**src/rtl/bp_fe_pkg.sv**
```systemverilog
// Shared defaults and types for the front-end fetch queue.
package bp_fe_pkg;

  localparam int unsigned fe_queue_els_dp           = 8;
  localparam int unsigned fe_vaddr_width_dp         = 39;
  localparam int unsigned fe_instr_width_dp         = 32;
  localparam int unsigned fe_branch_metadata_width_dp = 36;

  // Update applied to a wrap-bit pointer in one cycle, highest priority last-listed wins
  typedef enum logic [1:0] {
    ptr_hold,
    ptr_inc,
    ptr_load,
    ptr_clear
  } ptr_op_e;

endpackage

```
**src/rtl/bp_fe_queue_ptr.sv**
```systemverilog
// Wrap-bit queue pointer: clear > load > increment > hold.
module bp_fe_queue_ptr
  import bp_fe_pkg::*;
#(
  parameter int unsigned width_p = 4
) (
  input  logic               clk_i,
  input  logic               reset_n_i,
  input  logic               inc_i,
  input  logic               load_i,
  input  logic [width_p-1:0] load_val_i,
  input  logic               clr_i,
  output logic [width_p-1:0] ptr_o
);

  ptr_op_e            op;
  logic [width_p-1:0] ptr_next;

  // Resolve the competing update requests into one operation
  always_comb begin
    op = ptr_hold;
    if (clr_i)       op = ptr_clear;
    else if (load_i) op = ptr_load;
    else if (inc_i)  op = ptr_inc;
  end

  // Next pointer value for the selected operation
  always_comb begin
    ptr_next = ptr_o;
    case (op)
      ptr_clear: ptr_next = '0;
      ptr_load:  ptr_next = load_val_i;
      ptr_inc:   ptr_next = ptr_o + width_p'(1);
      default:   ptr_next = ptr_o;
    endcase
  end

  // Pointer register
  always_ff @(posedge clk_i or negedge reset_n_i) begin
    if (!reset_n_i) ptr_o <= '0;
    else            ptr_o <= ptr_next;
  end

endmodule

```
**src/rtl/bp_fe_fetch_queue.sv**
```systemverilog
// Fetch packet queue between PC gen and the backend, with speculative
// reads (yumi), commit (deq), rollback (roll) and flush (clr).
module bp_fe_fetch_queue
  import bp_fe_pkg::*;
#(
  parameter int unsigned els_p                       = fe_queue_els_dp,
  parameter int unsigned vaddr_width_p               = fe_vaddr_width_dp,
  parameter int unsigned instr_width_p               = fe_instr_width_dp,
  parameter int unsigned branch_metadata_fwd_width_p = fe_branch_metadata_width_dp
) (
  input  logic                                   clk_i,
  input  logic                                   reset_n_i,
  input  logic                                   fetch_v_i,
  input  logic [vaddr_width_p-1:0]               fetch_pc_i,
  input  logic [instr_width_p-1:0]               fetch_instr_i,
  input  logic [branch_metadata_fwd_width_p-1:0] fetch_br_metadata_i,
  output logic                                   fetch_ready_o,
  output logic                                   fe_queue_v_o,
  output logic [vaddr_width_p-1:0]               fe_queue_pc_o,
  output logic [instr_width_p-1:0]               fe_queue_instr_o,
  output logic [branch_metadata_fwd_width_p-1:0] fe_queue_br_metadata_o,
  input  logic                                   fe_queue_yumi_i,
  input  logic                                   deq_v_i,
  input  logic                                   roll_v_i,
  input  logic                                   clr_v_i
);

  localparam int unsigned idx_width_lp = $clog2(els_p);
  localparam int unsigned ptr_width_lp = idx_width_lp + 1;

  typedef struct packed {
    logic [vaddr_width_p-1:0]               pc;
    logic [instr_width_p-1:0]               instr;
    logic [branch_metadata_fwd_width_p-1:0] br_metadata;
  } bp_fe_queue_entry_s;

  bp_fe_queue_entry_s storage [els_p];
  bp_fe_queue_entry_s entry_in;
  bp_fe_queue_entry_s head;

  logic [ptr_width_lp-1:0] wptr, rptr, cptr;
  logic [ptr_width_lp-1:0] cptr_next;
  logic [ptr_width_lp-1:0] occupancy;
  logic                    full;
  logic                    enq;
  logic                    yumi_ok;
  logic                    deq_ok;
  logic                    roll;

  // Occupancy, handshake qualification and the rollback target
  always_comb begin
    occupancy = wptr - cptr;
    full      = (occupancy == ptr_width_lp'(els_p));
    enq       = fetch_v_i & ~full & ~clr_v_i;
    yumi_ok   = fe_queue_yumi_i & (rptr != wptr) & ~clr_v_i;
    deq_ok    = deq_v_i & (cptr != rptr) & ~clr_v_i;
    roll      = roll_v_i & ~clr_v_i;
    cptr_next = cptr + ptr_width_lp'(deq_ok);
  end

  bp_fe_queue_ptr #(.width_p(ptr_width_lp)) wptr_reg (
    .clk_i      (clk_i),
    .reset_n_i  (reset_n_i),
    .inc_i      (enq),
    .load_i     (1'b0),
    .load_val_i ('0),
    .clr_i      (clr_v_i),
    .ptr_o      (wptr)
  );

  // Roll loads the commit pointer as it stands after this cycle's deq
  bp_fe_queue_ptr #(.width_p(ptr_width_lp)) rptr_reg (
    .clk_i      (clk_i),
    .reset_n_i  (reset_n_i),
    .inc_i      (yumi_ok),
    .load_i     (roll),
    .load_val_i (cptr_next),
    .clr_i      (clr_v_i),
    .ptr_o      (rptr)
  );

  bp_fe_queue_ptr #(.width_p(ptr_width_lp)) cptr_reg (
    .clk_i      (clk_i),
    .reset_n_i  (reset_n_i),
    .inc_i      (deq_ok),
    .load_i     (1'b0),
    .load_val_i ('0),
    .clr_i      (clr_v_i),
    .ptr_o      (cptr)
  );

  // Pack the incoming fetch packet
  always_comb begin
    entry_in.pc          = fetch_pc_i;
    entry_in.instr       = fetch_instr_i;
    entry_in.br_metadata = fetch_br_metadata_i;
  end

  // Packet storage, written at the tail; contents are not reset
  always_ff @(posedge clk_i) begin
    if (enq) storage[wptr[idx_width_lp-1:0]] <= entry_in;
  end

  // Combinational head read and status outputs
  always_comb begin
    head                   = storage[rptr[idx_width_lp-1:0]];
    fe_queue_v_o           = (rptr != wptr);
    fetch_ready_o          = ~full;
    fe_queue_pc_o          = head.pc;
    fe_queue_instr_o       = head.instr;
    fe_queue_br_metadata_o = head.br_metadata;
  end

  a_yumi_legal: assert property (@(posedge clk_i) disable iff (!reset_n_i)
    fe_queue_yumi_i |-> fe_queue_v_o);

  a_deq_legal: assert property (@(posedge clk_i) disable iff (!reset_n_i)
    deq_v_i |-> (cptr != rptr));

  a_ptr_order: assert property (@(posedge clk_i) disable iff (!reset_n_i)
    ((rptr - cptr) <= (wptr - cptr)) && ((wptr - cptr) <= ptr_width_lp'(els_p)));

endmodule

```
**config.mk**
```make
export PLATFORM = sky130hd
export DESIGN_NAME = bp_fe_fetch_queue
export DESIGN_NICKNAME = d
export VERILOG_FILES = /design/src/rtl/bp_fe_pkg.sv /design/src/rtl/bp_fe_queue_ptr.sv /design/src/rtl/bp_fe_fetch_queue.sv
export SDC_FILE = /design/constraint.sdc
export NUM_CORES = 1
export LEC_CHECK = 0
export CORE_AREA = 2 2 185 369
export DETAILED_ROUTE_END_ITERATION = 12
export DIE_AREA = 0 0 187 371
export GPL_TIMING_DRIVEN = 0
export PLACE_DENSITY_LB_ADDON = 0.12
export SETUP_SLACK_MARGIN = 0.05
export SLEW_MARGIN = 30
export SYNTH_ARGS = -nofsm -noshare
export SYNTH_HDL_FRONTEND = slang
export SYNTH_SLANG_ARGS = --single-unit
export TNS_END_PERCENT = 30
```
**constraint.sdc**
```tcl
create_clock -name clk_i -period 9.79 [get_ports clk_i]
set_input_delay 1.4685 -clock clk_i [delete_from_list [all_inputs] [get_ports clk_i]]
set_output_delay 1.4685 -clock clk_i [all_outputs]
set_load 0.01 [all_outputs]
```
-- Word level (Yosys, flattened, before mapping)
Memories as Yosys holds them, arrays and structs flattened.
Cells that the tools add are included.
- $add $sub $neg: 5
- equality and inequality tests: 12
- multiplexer cells: 12
- bitwise logic cells: 9
- reductions and logical operators: 5
- operator list (cell ; count):
    case mux 4 bit (2 select lines) ; 2
    adder 4 x 1 -> 4 bit (second input constant) ; 3
    == test 2 bit (second input constant) ; 6
    case mux 4 bit (3 select lines) ; 1
    two-way mux 2 bit ; 4
    inequality test 4 bit ; 2
    AND 1 bit ; 7
    == test 2 x 1 -> 1 bit (second input constant) ; 3
    two-way mux 1 bit ; 5
    adder 4 x 1 -> 4 bit ; 1
    == test 4 bit (second input constant) ; 1
    nonzero test 2 bit ; 2
    OR reduction 2 bit ; 2
    subtractor 4 bit ; 1
    nonzero test 3 bit ; 1
    inverter 1 bit ; 2
- flip-flop bits (word level): 12
- memory bits (writable): 856
- output and inout bits: 109
- word-level logic and storage cells: 47
- memories: 1
- memories (memory ; depth ; bits a word ; rd ports ; clocked after memory_dff ; wr ports ; line ; text):
    storage ; 8 ; 107 ; 1 ; 0 ; 1 ; bp_fe_fetch_queue.sv:37 ; bp_fe_queue_entry_s storage [els_p];

-- Depth between registers and ports, before layout
Gate-level depths: netlist (run 1).
- depth in word-level cells: 10
- mapped depth: 9
- mapped depth without buffers: 8

-- By module
A second synthesis (run 1) with hierarchy kept.
- cells, all modules: 1386
- area total of the unflattened synthesis: 33788.7 µm²
- modules (own cells, without submodules) (module ; times used ; cells each ; area an instance (µm²) ; seq. area each (µm²)):
    bp_fe_fetch_queue ; 1 ; 1296 ; 32925.3 ; 25704.7
    bp_fe_queue_ptr ; 3 ; 30 ; 287.8 ; 100.1

-- Worst setup path after synthesis (run 1)
No wires, ideal clock.
- path kind: register -> register
- start: reg wptr_reg.ptr_o[0]
- end: mem storage[4][0] (netlist name) (enable)
- arrival time: 9039 ps
- setup slack: 47 ps
- cell stages (with the launch flop): 10
- path through: dfrtp_1 clkbuf_1 inv_1 ha_1 nand3b_1 and3_1 o211a_1 inv_1 nand4b_1 nor3_1
- word-level cells in the longest chain between the ends: 7
- ends and longest elaborated chain (element ; line ; text):
    start, declared ; bp_fe_queue_ptr.sv:13 ; output logic [width_p-1:0] ptr_o
    start signal, assigned ; bp_fe_queue_ptr.sv:41 ; else ptr_o <= ptr_next;
    subtractor 4 bit ; bp_fe_fetch_queue.sv:52 ; occupancy = wptr - cptr;
    == test 4 bit ; bp_fe_fetch_queue.sv:53 ; full = (occupancy == ptr_width_lp'(els_p));
    inverter 1 bit ; -- ;
    named net fetch_ready_o ; bp_fe_fetch_queue.sv:17 ; output logic fetch_ready_o,
    AND 1 bit (2 in a row) ; bp_fe_fetch_queue.sv:54 ; enq = fetch_v_i & ~full & ~clr_v_i;
    two-way mux 1 bit ; bp_fe_fetch_queue.sv:101 ; if (enq) storage[wptr[idx_width_lp-1:0]] <= entry_in;
    two-way mux 1 bit (not written as such) ; bp_fe_fetch_queue.sv:101 ;
    end, declared ; bp_fe_fetch_queue.sv:37 ;
The timed path passes the listed nets, and every way through them passes these cells.

-- Worst setup path in the final report (run 1)
- start: reg rptr_reg.ptr_o[1]
- end: out fe_queue_br_metadata_o[6]
- word-level cells in the longest chain between the ends: 1
- ends and longest elaborated chain (element ; line ; text):
    start, declared ; bp_fe_queue_ptr.sv:13 ;
    start signal, assigned ; bp_fe_queue_ptr.sv:41 ;
    memory read (8 x 107 bit) ; -- ;
    end, declared ; bp_fe_fetch_queue.sv:21 ; output logic [branch_metadata_fwd_width_p-1:0] fe_queue_br_metadata_o,
No other way between the ends.

==> results of run 1 <==
==> placed cells by master (no fill, tap or decap), drive strengths merged, types with 2 or more instances in the layout <==
master         synthesis  final
xnor2                 10     10
a21oi                  8      8
buf                   44    115
nand3                  7      7
nor3                   2      2
dfrtp                 12     12
edfxtp               856    856
nand4                  2      2
mux4                 214    214
inv                    9     11
ha                     8      8
bufinv                 0      9
diode                  0      2
nand2                 11     11
or3                    2      2
nor2                  15     15
clkdlybuf4s50          0    222
mux2                 109    109
clkinvlp               0      3
nand2b                 2      2
o21ai                  3      3
clkinv                 0     22
clkbuf                21    115
xor2                   8      8
==> cells by family (layout without fill, tap and decap cells) <==
| family | count (synthesis) | in the layout | share of synthesized area, % |
|---|---|---|---|
| flops | 868 | 868 | 78.5 |
| mux | 324 | 324 | 18.3 |
| buf+inv | 74 | 497 | 1.32 |
| simple gates | 46 | 46 | 0.688 |
| xor+xnor | 18 | 18 | 0.476 |
| compound gates | 17 | 17 | 0.374 |
| fa+ha+maj | 8 | 8 | 0.302 |
| other cells | 0 | 2 | 0 |
==> critical path: cells and delay by family (launching register included) <==
family,cells,cell delay [ps]
buffers and inverters,4,2230
flip-flops,1,400
multiplexers,2,620
==> registers in the layout, summed over array words and instances (netlist names) <==
name / cells
cptr_reg.ptr_o: 4
rptr_reg.ptr_o: 4
storage: 856
wptr_reg.ptr_o: 4
==> power by group <==
group          internal (mW)  leakage, nW  switching (mW)
clock network           1.71         1.19            1.28
registers               4.23         7.89          0.0350
logic                  0.918         3.61           0.772
==> area by class of cell <==
cell class                 instances  area share (%)
clock inverter                    36            1.01
clock buffer                      94            5.02
tap                              884            2.73
antenna                            2          0.0124
inverter                           9          0.0835
sequential                       868            64.3
timing repair buffer             293            9.25
buffer                            65           0.996
multi-input combinational        413            16.6
==> metal layers <==
| metal | GRT usage, % | wire [um] | vias up | part of all wire (%) |
|---|---|---|---|---|
| li1 | - | - | 6497 | - |
| met3 | 5.44 | 4700 | 110 | 6.5 |
| met5 | 0 | 90 | - | 0.13 |
| met1 | 27.0 | 28600 | 8155 | 40 |
| met4 | 6.27 | 1650 | 14 | 2.3 |
| met2 | 36.2 | 36900 | 444 | 51 |
==> worst paths after layout <==
kind                              startpoint                        end  depth (start not counted)
max reg2reg                wptr_reg.ptr_o[0]             storage[4][57]                         13
max                        rptr_reg.ptr_o[1]  fe_queue_br_metadata_o[6]                          6
max in group asynchronous          reset_n_i          cptr_reg.ptr_o[1]                          1
min reg2reg                wptr_reg.ptr_o[3]          wptr_reg.ptr_o[3]                          2
min                        wptr_reg.ptr_o[3]          wptr_reg.ptr_o[3]                          2
min in group asynchronous          reset_n_i          wptr_reg.ptr_o[0]                          1
==> metrics by stage <==
step | hold slack (ps) | instance area [um^2] | util (%) | cells | total power, mW
after floorplan | 573 | 33100 | - | 1355 | 5.33
after global placement | 613 | 36400 | 54.7 | 2461 | 6.02
after detailed placement | 612 | 38000 | 57.1 | 2532 | 6.07
after CTS | 624 | 40500 | 60.8 | 2662 | 9.07
after global routing | 688 | 40500 | 60.8 | 2664 | 9.28
final | 626 | 40500 | 60.8 | 2664 | 8.95
==> impl_results.md, run 1 <==
- Worst slew margin: ~40%
- Post-Synthesis Cells: roughly 1400
- Detailed Route Iter0 Violations: roughly 1000
- Die Ht: ~370 um
- Crit Path Max Fanout: 10
- Hold_buf cts: 0
- Layout Area Growth over Synthesis: 22.2%
- Hpwl dp: approximately 48 mm
- Postcts setup bufs: 0
- Critical path, cell by cell: buf_2 -> clkbuf_1 -> buf_2 -> mux4_2 -> mux2_2 -> clkdlybuf4s50_1
- Fin crit share: 54.6%
- TNS Setup: 0 ps
- Clock sinks: a little under 900
- Syn Area/Cell: between 20 and 25 um^2
- Antenna violations before repair: 11
- Dominant cells by area after synthesis: edfxtp_1 (78%), mux4_2 (15%), mux2_2 (3.7%), dfrtp_1 (0.91%), buf_6 (0.54%)
- Drt drc: 0
- Final Hold Viols: 0
- Multi-input logic area: ~6700 um^2
- Final Critical Period: ~5300 ps
- Die area: approximately 70000 um^2
- Share of cells above drive strength 1: a little under a third
- Routed wire length: between 70 and 80 mm
- Vias in the first global route: 16356
- RSZ-0062 raised after global routing: false
- Async set-or-reset flop fraction in the synthesized netlist: about 1.4%
- Critical setup path kind: reg -> out
- Cts repair resizes: 0
- FMAX: around 0.19 GHz
- Fill cell count: ~4700
- Seq/Total Area, Yosys: 78.5%
- Number of flops mapped to enable cells by yosys: 856
- CTS tree: yes
- I/O Buffers: approximately 220
- Worst Slack Setup Final: around 4400 ps
- Syn Nets: 1477
- Power Density: between 200 and 250 nW/um^2
- Nets: 1847
- Initial Util: about half
- Status: completed
- Clock skew: between 15 and 20 ps
- Clock buffer depth: 3
- Netlist cell types: 36
- First-pass GRT wire length: 107 mm
- Final ANT Viol Nets: 0
- DR vias: 15220
- Leading cell types by count after synthesis: edfxtp_1 (856), mux4_2 (214), mux2_2 (109)
- Router iterations before antenna repair: 5
- Congestion Overflow GR: 0
- Via-per-instance ratio: 5.71
- Critical Path Start Type: flop
- Worst slack at placement: approximately 5000 ps
- CP Capture Type: output pin
- Top cell type's share of synthesized area: ~78%
- Max_cap viols: 0
- Core area: approximately 67000 um^2
- Critical path's slowest cell: clkbuf_1
- Worst-Skew Late Latency: roughly 600 ps
- Routability congestion estimate: between 0.7 and 0.8
- Most frequent cell after synthesis: edfxtp_1
- Lkg Pwr: between 10 and 15 nW
- Synth area leader: edfxtp_1
- Worst Max-Slew Pin Slew: between 800 and 900 ps
- CTS Root Cell: clkbuf_16
- Most frequent CP cell: buf_2
- Clock-pin slew on the worst setup and hold paths: around 60 ps
- H-tree depth: 3
- Hold crit path type: reg -> reg
- Register bit count reported by yosys: slightly below 900
- Mapped Area: ~33000 um^2
- Flop2flop setup slack: ~5600 ps
- I/O Pins: between 200 and 250
- Worst EP arrival: between 3000 and 4000 ps
- Ys flop type: edfxtp_1
- Drt wl/cell: between 20 and 30 um
- Maximum vdd drop: approximately 0.16 mV
- Row Count: between 100 and 150
- Largest net degree at the start of global routing: 19
- Count of pins over their slew limit: 0
- Setup violations, final: 0
- Ys Warns: 0
- Register area: between 20000 and 30000 um^2
- CP required: 8320 ps
- Die width: roughly 190 um
- Tot GR Track Use: between 20% and 30%
- Critical path's largest stage delay: between 700 and 800 ps
- Total CTS buffers: 75
Power figures use the tool's default switching activity.
==> run 2, diff against run 1 <==
Clock period 9.79 ns to 4.5 ns, I/O delays scaled along.
==> run 2 against run 1 <==
Critical path depth did not move. Sequential power up 120%. Global-route usage shrank 0.11 points. Critical path type unchanged. Critical endpoint is now fe_queue_pc_o[24]. Largest cell class unchanged.
==> impl_results.md, run 2 (synthesized netlist as in run 1, its figures left out) <==
- Status: completed
- Die Ht: 371 um
- Tot GR Track Use: a little over a fifth
- Hold crit path type: in -> async
- Max_cap viols: 0
- Hpwl dp: ~47 mm
- I/O Buffers: 222
- Crit Path Max Fanout: 10
- I/O Pins: between 200 and 250
- RSZ-0062 raised after global routing: false
- Clock-pin slew on the worst setup and hold paths: roughly 70 ps
- Largest register FFs: roughly 860
- First-pass GRT wire length: roughly 110 mm
- Setup violations, final: 0
- Routability congestion estimate: approximately 0.76
- Clock sinks: ~870
- Final ANT Viol Nets: 0
- CTS tree: yes
- Row Count: around 130
- Final Hold Viols: 0
- Antenna violations before repair: 6
- Hold_buf cts: 0
- Worst-Skew Late Latency: 620 ps
- DR vias: 15187
- Power Density: 480 nW/um^2
- Worst Max-Slew Pin Slew: slightly above 800 ps
- Commonest non-fill, non-tap cell in the layout: edfxtp_1
- Via-per-instance ratio: 5.69
- Drt drc: 0
- Commonest non-fill, non-tap cells in the layout: edfxtp_1 (856), clkdlybuf4s50_1 (222), mux4_2 (214), mux2_2 (109), clkbuf_16 (76)
- H-tree depth: 3
- CTS Root Cell: clkbuf_16
- Clock skew: approximately 18 ps
- Share of cells above drive strength 1: approximately 32%
- Post-layout util: between 60% and 70%
- Fin crit share: a little over nine tenths
- Lkg Pwr: between 10 and 15 nW
- Maximum vdd drop: roughly 0.36 mV
- Vias in the first global route: 16631
- Routed wire length: between 70 and 80 mm
- Die width: between 150 and 200 um
- Total CTS buffers: 75
- Largest net degree at the start of global routing: 18
- Congestion Overflow GR: 0
- Detailed Route Iter0 Violations: 944
- Worst slack at placement: approximately 600 ps
- FMAX: between 0.2 and 0.25 GHz
- Die area: 69400 um^2
- Worst Slack Setup Final: approximately 240 ps
- Initial Util: between 40% and 50%
- Postcts setup bufs: 0
- Critical setup path kind: reg -> out
- Antenna Diode Count: 0
- Router iterations before antenna repair: 5
- CP required: approximately 3800 ps
- Clock buffer depth: 3
- Nets: about 1800
- Worst EP arrival: 3580 ps
- Critical Path Start Type: flop
- Worst slew margin: about 45%
- Final Critical Period: roughly 4300 ps
- Core area: ~67000 um^2
- Count of pins over their slew limit: 0
- Drt wl/cell: 26.8 um
- CP Capture Type: output pin
- Layout Area Growth over Synthesis: 22.4%
run 2: changes by cell type in the layout (fill, tap and decap cells not counted), sizes merged:
cell      previous run  this run
buf                115       114
clkbuf             115       106
clkinv              22        32
clkinvlp             3         5
diode                2         0
inv                 11        14
run 2: power breakdown:
part / internal, mW / switching (mW) / leakage, nW
logic: 2.01 / 1.68 / 3.62
registers: 9.20 / 0.0760 / 7.89
clock network: 3.65 / 2.86 / 1.21
run 2: final cells by class:
type	count	area (um^2)
plain buffers	65	420
clock buffers	85	1940
clock inverters	51	538
fillers	4678	26000
inverters	9	36.3
multi-input cells	413	6760
flip-flops and latches	868	26000
well taps	884	1110
repair buffers	292	3740
run 2: stage by stage:
step           power [mW]  area [um^2]  cells  setup TNS (ps)  hold slack [ps]
6_report             19.5        40500   2667               0              455
3_5_place_dp         13.2        38100   2531               0              606
5_1_grt              20.2        40500   2667               0              483
3_3_place_gp         13.1        36500   2461        -3060360              615
4_1_cts              19.7        40500   2667               0              424
2_1_floorplan        11.6        33200   1355         -343350              379
run 2: final timing paths:
path                                     endpoint  cells after the start               from  slack, ps
worst min-delay path            wptr_reg.ptr_o[0]                      1          reset_n_i        460
worst max register to register     storage[4][32]                     11  wptr_reg.ptr_o[2]        710
max in group asynchronous       cptr_reg.ptr_o[0]                      1          reset_n_i       3630
worst min register to register  wptr_reg.ptr_o[3]                      2  wptr_reg.ptr_o[3]        630
worst max-delay path            fe_queue_pc_o[24]                      6  rptr_reg.ptr_o[1]        240
min in group clk_i              wptr_reg.ptr_o[3]                      2  wptr_reg.ptr_o[3]        630
run 2: timing repair:
item | in CTS | in global routing
endpoints found under the hold margin | 0 | 0
endpoints found under the setup margin | 43 | 0
resized for setup | 1 | 0
run 2: critical path: stages, from the launching register on:
cell             delay [ps]
dfrtp_1                 380
buf_2                   440
buf_4                   330
clkbuf_1                590
mux4_2                  400
mux2_2                  310
clkdlybuf4s50_1         500
run 2: metal layers:
metal	vias to the layer above	share of wire (%)	global-route usage, %	routed length [um]
met5	-	0.10	0	73
met4	12	1.9	5.89	1360
met3	104	6.0	4.73	4290
met2	428	52	36.8	37400
met1	8132	40	26.8	28200
li1	6511	-	-	-
==> run 3, diff against run 2 <==
Settings changed: REMOVE_ABC_BUFFERS set to 1.
==> run 3 against run 2 <==
Highest routed layer unchanged. Sequential power is 0.4% higher. Sequential share of layout area rose by 0.20 points. Sequential cell count unchanged. Combinational power shrank 3%. First-iteration DRC count decreased by 3.2%. Global-route usage decreased by 1.2 points. Via count is 2.8% lower. Largest power group unchanged. Design area down 0.27%. Count of clock-buffer cells in the layout is 6 higher. Register-to-register slack lost 310 ps.
==> impl_results.md, run 3 (synthesized netlist as in run 1, its figures left out) <==
- Status: completed
- Hold_buf cts: 0
- Critical path's slowest cell: dfrtp_1
- Count of pins over their slew limit: 0
- Nets: between 1500 and 2000
- Via-per-instance ratio: 5.62
- Final Hold Viols: 0
- Post-DP Area: around 38000 um^2
- CTS tree: yes
- First-pass GRT wire length: 102 mm
- Worst Max-Slew Pin Slew: approximately 650 ps
- Row Count: between 100 and 150
- Clock-pin slew on the worst setup and hold paths: 70 ps
- Drt drc: 0
- Vias in the first global route: roughly 16000
- Critical Path Start Type: flop
- Initial Util: 49.7%
- Routability congestion estimate: roughly 0.77
- Power Density: between 400 and 500 nW/um^2
- Tot GR Track Use: around 20%
- Fin crit share: between 90% and 100%
- H-tree depth: 3
- Worst Slack Setup Final: ~400 ps
- Critical setup path kind: reg -> reg
- Hold crit path type: in -> async
- CP required: 4820 ps
- Lkg Pwr: between 10 and 15 nW
- Hpwl dp: approximately 43 mm
- TNS Setup: 0 ps
- DR vias: 14767
- Largest net degree at the start of global routing: between 40 and 50
- Clock sinks: 868
- Drt wl/cell: 25.4 um
- Largest register FFs: between 800 and 900
- RSZ-0062 raised after global routing: false
- Setup violations, final: 0
- Final Critical Period: about 4100 ps
- Die Ht: approximately 370 um
- DP Cell Count: about 2500
- Worst slack at placement: 58.4 ps
- FMAX: approximately 0.24 GHz
- Antenna violations before repair: 6
- Multi-input logic area: ~6700 um^2
- Share of cells above drive strength 1: a little under a third
- Core area: about 67000 um^2
- Worst slew margin: a little under three fifths
- Total CTS buffers: 76
- Register area: roughly 26000 um^2
- CTS Root Cell: clkbuf_16
- Routed wire length: around 67 mm
- Router iterations before antenna repair: 5
- Commonest non-fill, non-tap cells in the layout: edfxtp_1 (856), clkdlybuf4s50_1 (222), mux4_2 (214), mux2_2 (109), clkbuf_16 (77)
- Fill cell count: 4650
- I/O Pins: 223
- Clock buffer depth: 3
- Post-route insts no fill: about 2600
- Clock skew: about 13 ps
- Maximum vdd drop: between 0.3 and 0.4 mV
- Worst-Skew Late Latency: roughly 620 ps
- Critical path, cell by cell: inv_1 -> ha_1 -> nand3b_1 -> and3_1 -> o211a_1 -> inv_1 -> nand4b_1 -> nor3_4 -> buf_6 -> buf_4 -> buf_4 -> buf_6 -> buf_4 -> buf_6 -> buf_4
- Die width: 187 um
- Detailed Route Iter0 Violations: 914
- Final ANT Viol Nets: 0
- Tot Pwr: about 19 mW
- Die area: 69400 um^2
- Design area: roughly 40000 um^2
- Congestion Overflow GR: 0
- Most frequent CP cell: buf_4
- Worst EP arrival: roughly 4400 ps
- Layout Area Growth over Synthesis: 22.1%
- Crit Path Max Fanout: 9
- Max_cap viols: 0
- Commonest non-fill, non-tap cell in the layout: edfxtp_1
- CP Capture Type: flop
- I/O Buffers: 222
- Critical path's largest stage delay: 610 ps
## run 3: path summary, 6_finish.rpt
kind / start / endpoint / cells after the start / slack [ps]
max: wptr_reg.ptr_o[0] / storage[4][41] / 15 / 400
min: reset_n_i / rptr_reg.ptr_o[2] / 1 / 440
max reg2reg: wptr_reg.ptr_o[0] / storage[4][41] / 15 / 400
min reg2reg: wptr_reg.ptr_o[3] / wptr_reg.ptr_o[3] / 2 / 640
max in group asynchronous: reset_n_i / rptr_reg.ptr_o[1] / 1 / 3600
min in group clk_i: wptr_reg.ptr_o[3] / wptr_reg.ptr_o[3] / 2 / 640
## run 3: routing by layer
layer  vias up  GRT usage (%)  part of all wire (%)
met2       354           33.4                    50
met1      7888           25.9                    42
met4        10           5.42                   1.8
li1       6434              -                     -
met5         -              0                 0.090
met3        81           5.12                   6.0
## run 3: report_power, final
group	internal, mW	switching, mW
logic	2.02	1.55
clock network	3.40	2.74
registers	9.20	0.109
total	14.6	4.39
## run 3: timing repair
item	CTS	global route
endpoints found under the setup margin	25	11
pin swaps	0	1
gates resized for setup	1	0
buffers inserted	2	2
## run 3: area by class of cell
| class | instances | share of cell area, % |
|---|---|---|
| diodes | 1 | 0.00619 |
| repair buffers | 323 | 10.5 |
| clock inverters | 39 | 0.764 |
| multi-input cells | 413 | 16.6 |
| flip-flops and latches | 868 | 64.3 |
| inverters | 9 | 0.0836 |
| clock buffers | 91 | 4.95 |
| well taps | 884 | 2.74 |
## run 3: critical path, delay by kind of cell (launching register included)
family                     cells  cell delay, ps
buffers and inverters          9            1540
and+or+nand+nor                4            1160
DFF                            1             610
AOI/OAI and AO/OA              1             250
adders and majority gates      1             240
## run 3: metrics by stage
step	hold slack, ps	utilization [%]
floorplan	379	-
global placement	627	54.1
detailed placement	642	57.2
CTS	413	60.7
global route	474	60.7
finish	440	60.7
